<file path="src/rtl/memory_access_unit_if.sv">
// Data-memory request/response bus between the memory access unit and the data memory.
interface memory_access_unit_if;
   logic [31:0] mem_addr;
   logic [15:0] mem_wdata;
   logic        mem_re;
   logic        mem_we;
   logic [15:0] mem_rdata;
   logic        mem_ready;

   modport master (
      output mem_addr, mem_wdata, mem_re, mem_we,
      input  mem_rdata, mem_ready
   );

   modport slave (
      input  mem_addr, mem_wdata, mem_re, mem_we,
      output mem_rdata, mem_ready
   );
endinterface

</file>
<file path="src/rtl/memory_access_unit.sv">
// MEM stage: sequences one- and two-beat data-memory accesses (load/store, PC and flags
// push/pop) over a ready handshake and produces a one-cycle registered writeback response.
module memory_access_unit (
   input  logic                        clk,
   input  logic                        rst_n,
   input  logic                        valid_i,
   input  logic [31:0]                 data_i,
   input  logic [31:0]                 address_i,
   input  logic                        mr_i,
   input  logic                        mw_i,
   input  logic                        wb_i,
   input  logic                        sp_i,
   input  logic                        spop_i,
   input  logic                        jwsp_i,
   input  logic                        stack_pc_i,
   input  logic                        stack_flags_i,
   input  logic [2:0]                  wb_address_i,
   input  logic [2:0]                  final_flags_i,
   memory_access_unit_if.master        mem_io,
   output logic                        stall_o,
   output logic                        done_o,
   output logic                        wb_out_o,
   output logic [2:0]                  wb_address_out_o,
   output logic [15:0]                 wb_data_o,
   output logic                        pc_load_o,
   output logic [31:0]                 pc_from_memory_o,
   output logic                        flags_load_o,
   output logic [2:0]                  flags_from_memory_o
);

   typedef enum logic [1:0] {StIdle, StBeat0, StBeat1, StResp} state_e;

   state_e      state_q, state_d;
   logic        read_q, read_d, pc_q, pc_d, flags_q, flags_d, wb_q, wb_d;
   logic [2:0]  wb_addr_q, wb_addr_d;
   logic [31:0] addr_q, addr_d;
   logic [15:0] data_lo_q, data_lo_d, low_q, low_d;

   logic [31:0] mem_addr_q, mem_addr_d, pc_from_memory_q, pc_from_memory_d;
   logic [15:0] mem_wdata_q, mem_wdata_d, wb_data_q, wb_data_d;
   logic        mem_re_q, mem_re_d, mem_we_q, mem_we_d;
   logic        done_q, done_d, wb_out_q, wb_out_d, pc_load_q, pc_load_d;
   logic        flags_load_q, flags_load_d;
   logic [2:0]  wb_address_out_q, wb_address_out_d, flags_from_memory_q, flags_from_memory_d;

   // Stack-pointer control bits are resolved upstream; the address arrives already selected.
   logic unused_inputs;
   assign unused_inputs = ^{sp_i, spop_i, jwsp_i};

   always_comb begin
      state_d             = state_q;
      read_d              = read_q;
      pc_d                = pc_q;
      flags_d             = flags_q;
      wb_d                = wb_q;
      wb_addr_d           = wb_addr_q;
      addr_d              = addr_q;
      data_lo_d           = data_lo_q;
      low_d               = low_q;
      mem_addr_d          = mem_addr_q;
      mem_wdata_d         = mem_wdata_q;
      mem_re_d            = 1'b0;
      mem_we_d            = 1'b0;
      done_d              = 1'b0;
      wb_out_d            = 1'b0;
      pc_load_d           = 1'b0;
      flags_load_d        = 1'b0;
      wb_address_out_d    = wb_address_out_q;
      wb_data_d           = wb_data_q;
      pc_from_memory_d    = pc_from_memory_q;
      flags_from_memory_d = flags_from_memory_q;

      unique case (state_q)
         StIdle: begin
            if (valid_i && (mr_i || mw_i)) begin
               state_d     = StBeat0;
               read_d      = mr_i;
               pc_d        = stack_pc_i;
               flags_d     = stack_flags_i && !stack_pc_i;
               wb_d        = wb_i;
               wb_addr_d   = wb_address_i;
               addr_d      = address_i;
               data_lo_d   = data_i[15:0];
               mem_re_d    = mr_i;
               mem_we_d    = !mr_i;
               mem_addr_d  = address_i;
               // PC push sends the high half first; flags push sends the zero-extended flags.
               if (stack_pc_i)         mem_wdata_d = data_i[31:16];
               else if (stack_flags_i) mem_wdata_d = {13'b0, final_flags_i};
               else                    mem_wdata_d = data_i[15:0];
            end else if (valid_i) begin
               done_d           = 1'b1;
               wb_out_d         = wb_i;
               wb_address_out_d = wb_address_i;
               wb_data_d        = data_i[15:0];
            end
         end
         StBeat0: begin
            mem_re_d = mem_re_q;
            mem_we_d = mem_we_q;
            if (mem_io.mem_ready) begin
               if (pc_q) begin
                  state_d     = StBeat1;
                  low_d       = mem_io.mem_rdata;
                  mem_addr_d  = read_q ? addr_q + 32'd1 : addr_q - 32'd1;
                  mem_wdata_d = data_lo_q;
               end else begin
                  state_d          = StResp;
                  mem_re_d         = 1'b0;
                  mem_we_d         = 1'b0;
                  done_d           = 1'b1;
                  wb_out_d         = wb_q && read_q;
                  wb_address_out_d = wb_addr_q;
                  if (read_q && flags_q) begin
                     flags_load_d        = 1'b1;
                     flags_from_memory_d = mem_io.mem_rdata[2:0];
                  end else if (read_q) begin
                     wb_data_d = mem_io.mem_rdata;
                  end
               end
            end
         end
         StBeat1: begin
            mem_re_d = mem_re_q;
            mem_we_d = mem_we_q;
            if (mem_io.mem_ready) begin
               state_d          = StResp;
               mem_re_d         = 1'b0;
               mem_we_d         = 1'b0;
               done_d           = 1'b1;
               wb_out_d         = wb_q && read_q;
               wb_address_out_d = wb_addr_q;
               if (read_q) begin
                  pc_load_d        = 1'b1;
                  pc_from_memory_d = {mem_io.mem_rdata, low_q};
               end
            end
         end
         StResp: state_d = StIdle;
         default: state_d = StIdle;
      endcase
   end

   always_ff @(posedge clk or negedge rst_n) begin
      if (!rst_n) begin
         state_q             <= StIdle;
         read_q              <= 1'b0;
         pc_q                <= 1'b0;
         flags_q             <= 1'b0;
         wb_q                <= 1'b0;
         wb_addr_q           <= 3'd0;
         addr_q              <= 32'd0;
         data_lo_q           <= 16'd0;
         low_q               <= 16'd0;
         mem_addr_q          <= 32'd0;
         mem_wdata_q         <= 16'd0;
         mem_re_q            <= 1'b0;
         mem_we_q            <= 1'b0;
         done_q              <= 1'b0;
         wb_out_q            <= 1'b0;
         pc_load_q           <= 1'b0;
         flags_load_q        <= 1'b0;
         wb_address_out_q    <= 3'd0;
         wb_data_q           <= 16'd0;
         pc_from_memory_q    <= 32'd0;
         flags_from_memory_q <= 3'd0;
      end else begin
         state_q             <= state_d;
         read_q              <= read_d;
         pc_q                <= pc_d;
         flags_q             <= flags_d;
         wb_q                <= wb_d;
         wb_addr_q           <= wb_addr_d;
         addr_q              <= addr_d;
         data_lo_q           <= data_lo_d;
         low_q               <= low_d;
         mem_addr_q          <= mem_addr_d;
         mem_wdata_q         <= mem_wdata_d;
         mem_re_q            <= mem_re_d;
         mem_we_q            <= mem_we_d;
         done_q              <= done_d;
         wb_out_q            <= wb_out_d;
         pc_load_q           <= pc_load_d;
         flags_load_q        <= flags_load_d;
         wb_address_out_q    <= wb_address_out_d;
         wb_data_q           <= wb_data_d;
         pc_from_memory_q    <= pc_from_memory_d;
         flags_from_memory_q <= flags_from_memory_d;
      end
   end

   // Stall is the only combinational output; gated by reset so it reads 0 while held.
   assign stall_o = rst_n && ((state_q == StIdle && valid_i && (mr_i || mw_i)) ||
                              state_q == StBeat0 || state_q == StBeat1);

   assign mem_io.mem_addr     = mem_addr_q;
   assign mem_io.mem_wdata    = mem_wdata_q;
   assign mem_io.mem_re       = mem_re_q;
   assign mem_io.mem_we       = mem_we_q;
   assign done_o              = done_q;
   assign wb_out_o            = wb_out_q;
   assign wb_address_out_o    = wb_address_out_q;
   assign wb_data_o           = wb_data_q;
   assign pc_load_o           = pc_load_q;
   assign pc_from_memory_o    = pc_from_memory_q;
   assign flags_load_o        = flags_load_q;
   assign flags_from_memory_o = flags_from_memory_q;

endmodule

</file>
<file path="src/flat_wrapper.sv">
// flat-port wrapper written by rule: the top's interface ports become plain ports
module memory_access_unit_flat 
  (clk, rst_n, valid_i, data_i, address_i, mr_i, mw_i, wb_i, sp_i, spop_i, jwsp_i, stack_pc_i, stack_flags_i, wb_address_i, final_flags_i, stall_o, done_o, wb_out_o, wb_address_out_o, wb_data_o, pc_load_o, pc_from_memory_o, flags_load_o, flags_from_memory_o, mem_io_mem_addr, mem_io_mem_wdata, mem_io_mem_re, mem_io_mem_we, mem_io_mem_rdata, mem_io_mem_ready);
  memory_access_unit_if mem_io_i ();
  input  logic clk;
  input  logic rst_n;
  input  logic valid_i;
  input  logic [31:0] data_i;
  input  logic [31:0] address_i;
  input  logic mr_i;
  input  logic mw_i;
  input  logic wb_i;
  input  logic sp_i;
  input  logic spop_i;
  input  logic jwsp_i;
  input  logic stack_pc_i;
  input  logic stack_flags_i;
  input  logic [2:0] wb_address_i;
  input  logic [2:0] final_flags_i;
  output logic stall_o;
  output logic done_o;
  output logic wb_out_o;
  output logic [2:0] wb_address_out_o;
  output logic [15:0] wb_data_o;
  output logic pc_load_o;
  output logic [31:0] pc_from_memory_o;
  output logic flags_load_o;
  output logic [2:0] flags_from_memory_o;
  output wire logic [$bits(mem_io_i.mem_addr)-1:0] mem_io_mem_addr;
  output wire logic [$bits(mem_io_i.mem_wdata)-1:0] mem_io_mem_wdata;
  output wire logic [$bits(mem_io_i.mem_re)-1:0] mem_io_mem_re;
  output wire logic [$bits(mem_io_i.mem_we)-1:0] mem_io_mem_we;
  input wire logic [$bits(mem_io_i.mem_rdata)-1:0] mem_io_mem_rdata;
  input wire logic [$bits(mem_io_i.mem_ready)-1:0] mem_io_mem_ready;
  assign mem_io_mem_addr = mem_io_i.mem_addr;
  assign mem_io_mem_wdata = mem_io_i.mem_wdata;
  assign mem_io_mem_re = mem_io_i.mem_re;
  assign mem_io_mem_we = mem_io_i.mem_we;
  assign mem_io_i.mem_rdata = mem_io_mem_rdata;
  assign mem_io_i.mem_ready = mem_io_mem_ready;
  memory_access_unit u_core (.clk(clk), .rst_n(rst_n), .valid_i(valid_i), .data_i(data_i), .address_i(address_i), .mr_i(mr_i), .mw_i(mw_i), .wb_i(wb_i), .sp_i(sp_i), .spop_i(spop_i), .jwsp_i(jwsp_i), .stack_pc_i(stack_pc_i), .stack_flags_i(stack_flags_i), .wb_address_i(wb_address_i), .final_flags_i(final_flags_i), .mem_io(mem_io_i), .stall_o(stall_o), .done_o(done_o), .wb_out_o(wb_out_o), .wb_address_out_o(wb_address_out_o), .wb_data_o(wb_data_o), .pc_load_o(pc_load_o), .pc_from_memory_o(pc_from_memory_o), .flags_load_o(flags_load_o), .flags_from_memory_o(flags_from_memory_o));
endmodule
</file>
<file path="config.mk">
export PLATFORM = sky130hd
export DESIGN_NAME = memory_access_unit_flat
export DESIGN_NICKNAME = d
export VERILOG_FILES = /design/src/rtl/memory_access_unit_if.sv /design/src/rtl/memory_access_unit.sv /design/src/flat_wrapper.sv
export SDC_FILE = /design/constraint.sdc
export NUM_CORES = 1
export LEC_CHECK = 0
export CAP_MARGIN = 10
export CORE_UTILIZATION = 34
export CTS_BUF_LIST = sky130_fd_sc_hd__clkbuf_2
export DETAILED_ROUTE_END_ITERATION = 7
export GPL_ROUTABILITY_DRIVEN = 0
export HOLD_SLACK_MARGIN = 0.12
export MAX_ROUTING_LAYER = met4
export PLACE_DENSITY = 0.69
export SLEW_MARGIN = 15
export SYNTH_ARGS = -nofsm -noshare
export SYNTH_HDL_FRONTEND = slang
export SYNTH_SLANG_ARGS = --single-unit
export TNS_END_PERCENT = 10
</file>
<file path="constraint.sdc">
create_clock -name clk -period 6.58 [get_ports clk]
set_input_delay 1.316 -clock clk [delete_from_list [all_inputs] [get_ports clk]]
set_output_delay 1.316 -clock clk [all_outputs]
set_load 0.02 [all_outputs]
</file>
* Word-level counts from Yosys, hierarchy flattened
Cells that the tools add are included.
** Operators by class
- Add/subtract/negate cells :: 2
- Equal/unequal tests :: 12
- Multiplexer cells :: 55
- Bitwise logic cells :: 1
- Reductions and logical operators :: 24
** Operators by type and width (number)
- 16-bit two-way mux :: 11
- 32-bit two-way mux :: 4
- 16-bit one-hot mux with 2 select lines :: 2
- 32-bit one-hot mux with 2 select lines :: 1
- 32-bit by 1-bit adder with 32-bit output, second input constant :: 1
- 32-bit by 1-bit subtractor with 32-bit output, second input constant :: 1
- 1-bit two-way mux :: 23
- 3-bit two-way mux :: 5
- 2-bit inequality test, second input constant :: 6
- 1-bit one-hot mux with 3 select lines :: 4
- 3-bit AND reduction :: 4
- 3-bit one-hot mux with 3 select lines :: 1
- 2-bit one-hot mux with 4 select lines :: 1
- 4-bit AND reduction :: 2
- 1-bit logical AND :: 7
- 7-bit AND reduction :: 1
- 2-bit two-way mux :: 3
- 2-bit by 1-bit inequality test with 1-bit output, second input constant :: 3
- 6-bit AND reduction :: 1
- 2-bit equality test, second input constant :: 2
- 1-bit logical OR :: 3
- 3-bit nonzero test :: 1
- 2-bit by 1-bit equality test with 1-bit output, second input constant :: 1
- 1-bit zero test :: 2
- 4 further kinds :: 4
** Word-level totals
- Register bits after elaboration :: 181
- Bits of input ports :: 98
- Output and inout port bits :: 109

* Logic depth before layout (Yosys ltp)
- Word-level depth :: 6
- Gate-level depth with buffers :: 12
- Gate-level depth less buffers :: 10

* Least setup slack after synthesis
No wires, ideal clock.
- Kind :: in2out
- Start point :: input port mw_i
- End point :: output port stall_o
- Arrival :: 2.506 ns
- Data required time :: 5.264 ns
- Path slack :: 2.758 ns
- Stages on the path :: 4
- Path through :: o211ai_1 clkbuf_1 clkbuf_1 a21boi_0
** Between the ends
- Word-level cells in the longest chain between the ends :: 5
** RTL lines
- start, declared :: RTL line flat_wrapper.sv:11 : input logic mw_i;
- 1-bit logical OR :: RTL line memory_access_unit.sv:193 : assign stall_o = rst_n && ((state_q == StIdle && valid_i && (mr_i || mw_i)) ||
- 1-bit logical AND :: RTL line memory_access_unit.sv:193
- 1-bit logical OR :: RTL line memory_access_unit.sv:193
- 1-bit logical OR :: RTL line memory_access_unit.sv:194 : state_q == StBeat0 || state_q == StBeat1);
- 1-bit logical AND :: RTL line memory_access_unit.sv:193
- end, declared :: RTL line flat_wrapper.sv:20 : output logic stall_o;
No other way between the ends.

* Final worst setup path
- Start point :: register u_core.state_q[1]
- End point :: output port stall_o
** Between the ends
- Word-level cells in the longest chain between the ends :: 6
- Elaborated cells on any way between the ends :: 8
** RTL lines
- start, declared :: RTL line memory_access_unit.sv:33 : state_e state_q, state_d;
- start signal, assigned :: RTL line memory_access_unit.sv:146 : state_q <= StIdle;
- start signal, assigned :: RTL line memory_access_unit.sv:168 : state_q <= state_d;
- 2-bit zero test :: RTL line memory_access_unit.sv:193
- 1-bit logical AND (2 in series) :: RTL line memory_access_unit.sv:193
- 1-bit logical OR :: RTL line memory_access_unit.sv:193
- 1-bit logical OR * :: RTL line memory_access_unit.sv:194
- 1-bit logical AND * :: RTL line memory_access_unit.sv:193
Mark *: on every way between the ends. The rest lies on a longest branch, timed or not.

==> metrics.log <==
[metrics] slew at the pin closest to its max-slew limit: 1060 ps
[metrics] maximum fanout along the worst path: 76
[metrics] largest net degree at the start of global routing: 77
[metrics] Critical Path Sink Type: output port
[metrics] Pre-Repair DR Iteration Count: 7
[metrics] RR Endpoint: u_core.mem_io.mem_addr[18]$_DFFE_PN0P_
[metrics] count of buffers added by post-CTS timing repair for setup: 0
[metrics] Post-CTS Hold Fix Bufs: 0
[metrics] PortBufs: 203
[metrics] remaining global-route overflow: 0
[metrics] Setup WS post-layout: 1950 ps
[metrics] Global Route Usage Sum: 0.185
[metrics] status: finished, final reports clean
[metrics] maximum clock frequency: 216 MHz
[metrics] met2 Resource Use GR: 0.299
[metrics] initial standard-cell utilization of the core: 0.347
[metrics] fill count: 2644
[metrics] crit path DAT: 3310 ps
[metrics] Initial DRC Count: 606
[metrics] minimum clock period: 4630 ps
[metrics] CTS tree: done
[metrics] DR vias: 7506
[metrics] number of antenna violations at the first check in global routing: 1
[metrics] worst setup path category: reg2out
[metrics] final critical-path share of the clock period: 0.703
[metrics] mean number of vias per cell: 5.22
[metrics] fin area: 0.0120 mm2
[metrics] Pleak: 5.22 nW
[metrics] setup slack after placement: 2070 ps
[metrics] vias in the first global route: 7609
[metrics] Netlist Area Pre-Place: 0.00939 mm2
[metrics] number of endpoints failing setup at the final stage: 0
[metrics] Yosys reg bits: 181
[metrics] Post-synth EDFFs: 0
[metrics] synthesized netlist net count: 1040
[metrics] count of yosys warnings during synthesis: 0
[metrics] number of gates resized after CTS: 0
[metrics] RSZ-0062 raised after global routing: no
[metrics] TritonCTS Buffers: 17
[metrics] top-count cell post-synth: sky130_fd_sc_hd__dfrtp_1
[metrics] instance area after placement: 0.0117 mm2
[metrics] flop2flop setup slack: 2890 ps
[metrics] Primary FF master, synth: sky130_fd_sc_hd__dfrtp_1
[metrics] clock latency on the worst-skew pair: 810 ps
[metrics] worst-case reg-to-reg path depth: 11
[metrics] required arrival time at the worst endpoint: 5260 ps
[metrics] number of levels in the clock H-tree: 4
[metrics] number of sinks on the clock net: 181
[metrics] Clock Skews: 63.8 ps
[metrics] Worst Setup SP: u_core.state_q[1]$_DFFE_PN0P_
[metrics] die extent in x: 168 um
[metrics] overall power consumption: 6.71 mW
[metrics] startpoint type of the worst setup path: register
[metrics] I/O pin count: 207
[metrics] fin. max-slew vios: 0
[metrics] routed wire length: 24600 um
[metrics] Hold Crit Class: in2async
[metrics] root buffer cell: sky130_fd_sc_hd__clkbuf_2
[metrics] Seq/Total Area, Yosys: 0.483
[metrics] RR Startpoint: u_core.read_q$_DFFE_PN0P_
[metrics] detailed placement HPWL: 17300 um
[metrics] Clock transition at path regs: 340 ps
[metrics] GRT Max-Usage Layer: met2
[metrics] remaining routing DRC violations: 0
[metrics] dominant cells by area after synthesis: sky130_fd_sc_hd__dfrtp_1 (48%), sky130_fd_sc_hd__mux2_2 (12%), sky130_fd_sc_hd__a21oi_1 (5.0%)
[metrics] final count of hold timing violations: 0
[metrics] DP Cell Count: 1404
[metrics] VDD IR max: 0.302 mV
[metrics] area inside the core boundary: 0.0270 mm2
[metrics] Pwr per Cell Area: 558 mW/mm2
[metrics] DR WL/cell: 17.1 um
[metrics] floorplan row count: 60
[metrics] maximum capacitance violations: 0
[metrics] number of antenna-violating nets in the routed design: 0
[metrics] number of instances in the synthesized netlist: 907
[metrics] library cell with the largest summed area after synthesis: sky130_fd_sc_hd__dfrtp_1
[metrics] final standard cell count with taps included and fillers excluded: 1437
[metrics] net count of the finished layout: 1215
[metrics] Mapped Avg Cell Area: 10.3 um2
[metrics] top-area cell type share of the netlist area: 0.483
[metrics] number of unique standard cell types used by synthesis: 51
[metrics] Die Footprint: 0.0283 mm2
[metrics] met1 routing resource usage after global routing: 0.241
[metrics] async set or reset register ratio after synthesis: 1.00
[metrics] growth of design area from synthesis to finish: 28.1%
[metrics] share of layout cells above drive strength 1: 0.140
[metrics] first-pass GRT wire length: 40400 um
[metrics] Commonest cells post-synth: sky130_fd_sc_hd__dfrtp_1 (181), sky130_fd_sc_hd__mux2_2 (101), sky130_fd_sc_hd__a21oi_1 (94)
[metrics] deepest clock path buffer count: 2
[metrics] met3 track utilization from global routing: 0.0346
[metrics] Vert. Die Dim: 168 um
[metrics] Rel. slew slack: 0.295
[metrics] sum of negative setup slack: 0 ps
-- logic make-up (layout without fill, tap and decap cells) --
kind of cell    count (synthesis)  after routing  synth area share
simple gates                  217            217             0.107
fa+ha+maj                      35             35            0.0475
buf+inv                        73            261            0.0293
other cells                     0              1                 0
xor+xnor                       21             21            0.0196
flops                         181            181             0.483
mux                           137            137             0.160
compound gates                243            243             0.155
-- worst max path at each step --
stage / endpoint / slack (ps) / cells after the start
after floorplan: stall_o / 2760 / 4
after global placement: u_core.mem_io.mem_addr[30]$_DFFE_PN0P_ / 2110 / 6
after detailed placement: u_core.mem_io.mem_addr[30]$_DFFE_PN0P_ / 2070 / 6
after CTS: stall_o / 1820 / 6
after global routing: stall_o / 1670 / 6
final: stall_o / 1950 / 6
-- cells in the final DEF (no fill, tap or decap), types with 17 or more instances in the layout --
cell and count:
sky130_fd_sc_hd__a21o_1 19, sky130_fd_sc_hd__a21oi_1 94, sky130_fd_sc_hd__clkbuf_2 17, sky130_fd_sc_hd__clkdlybuf4s50_1 201
sky130_fd_sc_hd__dfrtp_1 181, sky130_fd_sc_hd__ha_1 33, sky130_fd_sc_hd__mux2_2 101, sky130_fd_sc_hd__mux2i_1 36
sky130_fd_sc_hd__nand2_1 72, sky130_fd_sc_hd__nand3_1 21, sky130_fd_sc_hd__nor2_1 68, sky130_fd_sc_hd__o21ai_0 66
-- flip-flops by register name, indices dropped and copies added (netlist names), 16 cells and up --
signal                   flops
u_core.addr_q               32
u_core.mem_io.mem_addr      32
u_core.pc_from_memory_o     32
u_core.data_lo_q            16
u_core.low_q                16
u_core.mem_io.mem_wdata     16
u_core.wb_data_o            16
-- worst max-delay path, stage by stage, from the launching register on --
cell                              delay [ps]
sky130_fd_sc_hd__dfrtp_1                 480
sky130_fd_sc_hd__inv_1                   140
sky130_fd_sc_hd__ha_4                    150
sky130_fd_sc_hd__buf_4                   780
sky130_fd_sc_hd__nor2_1                  150
sky130_fd_sc_hd__a21boi_0                210
sky130_fd_sc_hd__clkdlybuf4s50_1         640
-- cell type report --
cell class | instances | area [um2] | area share
inverters | 16 | 60.1 | 0.00499
clock buffers | 17 | 85.1 | 0.00708
flip-flops and latches | 181 | 4530 | 0.377
diodes | 1 | 2.50 | 0.000208
multi-input cells | 653 | 4600 | 0.382
clock inverters | 15 | 216 | 0.0180
repair buffers | 213 | 2110 | 0.175
well taps | 341 | 427 | 0.0355
-- per-stage QoR --
stage / utilization / hold slack (ps)
floorplan: - / 473
global placement: 0.434 / 462
CTS: 0.445 / 361
finish: 0.445 / 413
global route: 0.445 / 330
detailed placement: 0.434 / 470
-- power breakdown --
group / switching (mW) / leakage (nW) / internal (mW) / total [mW]
Clock: 0.504 / 0.168 / 0.152 / 0.656
Sequential: 0.293 / 2.19 / 1.65 / 1.94
Combinational: 2.28 / 2.86 / 1.84 / 4.12
Total: 3.08 / 5.22 / 3.64 / 6.71
-- per-layer routing --
metal / up-vias / wire length, um / part of all wire
met4: 0 / 314 / 0.013
li1: 3601 / - / -
met3: 23 / 1130 / 0.046
met2: 206 / 11600 / 0.47
met1: 3676 / 11500 / 0.47
met5: - / 0 / 0
No activity file was read; power rests on OpenSTA's default activity.
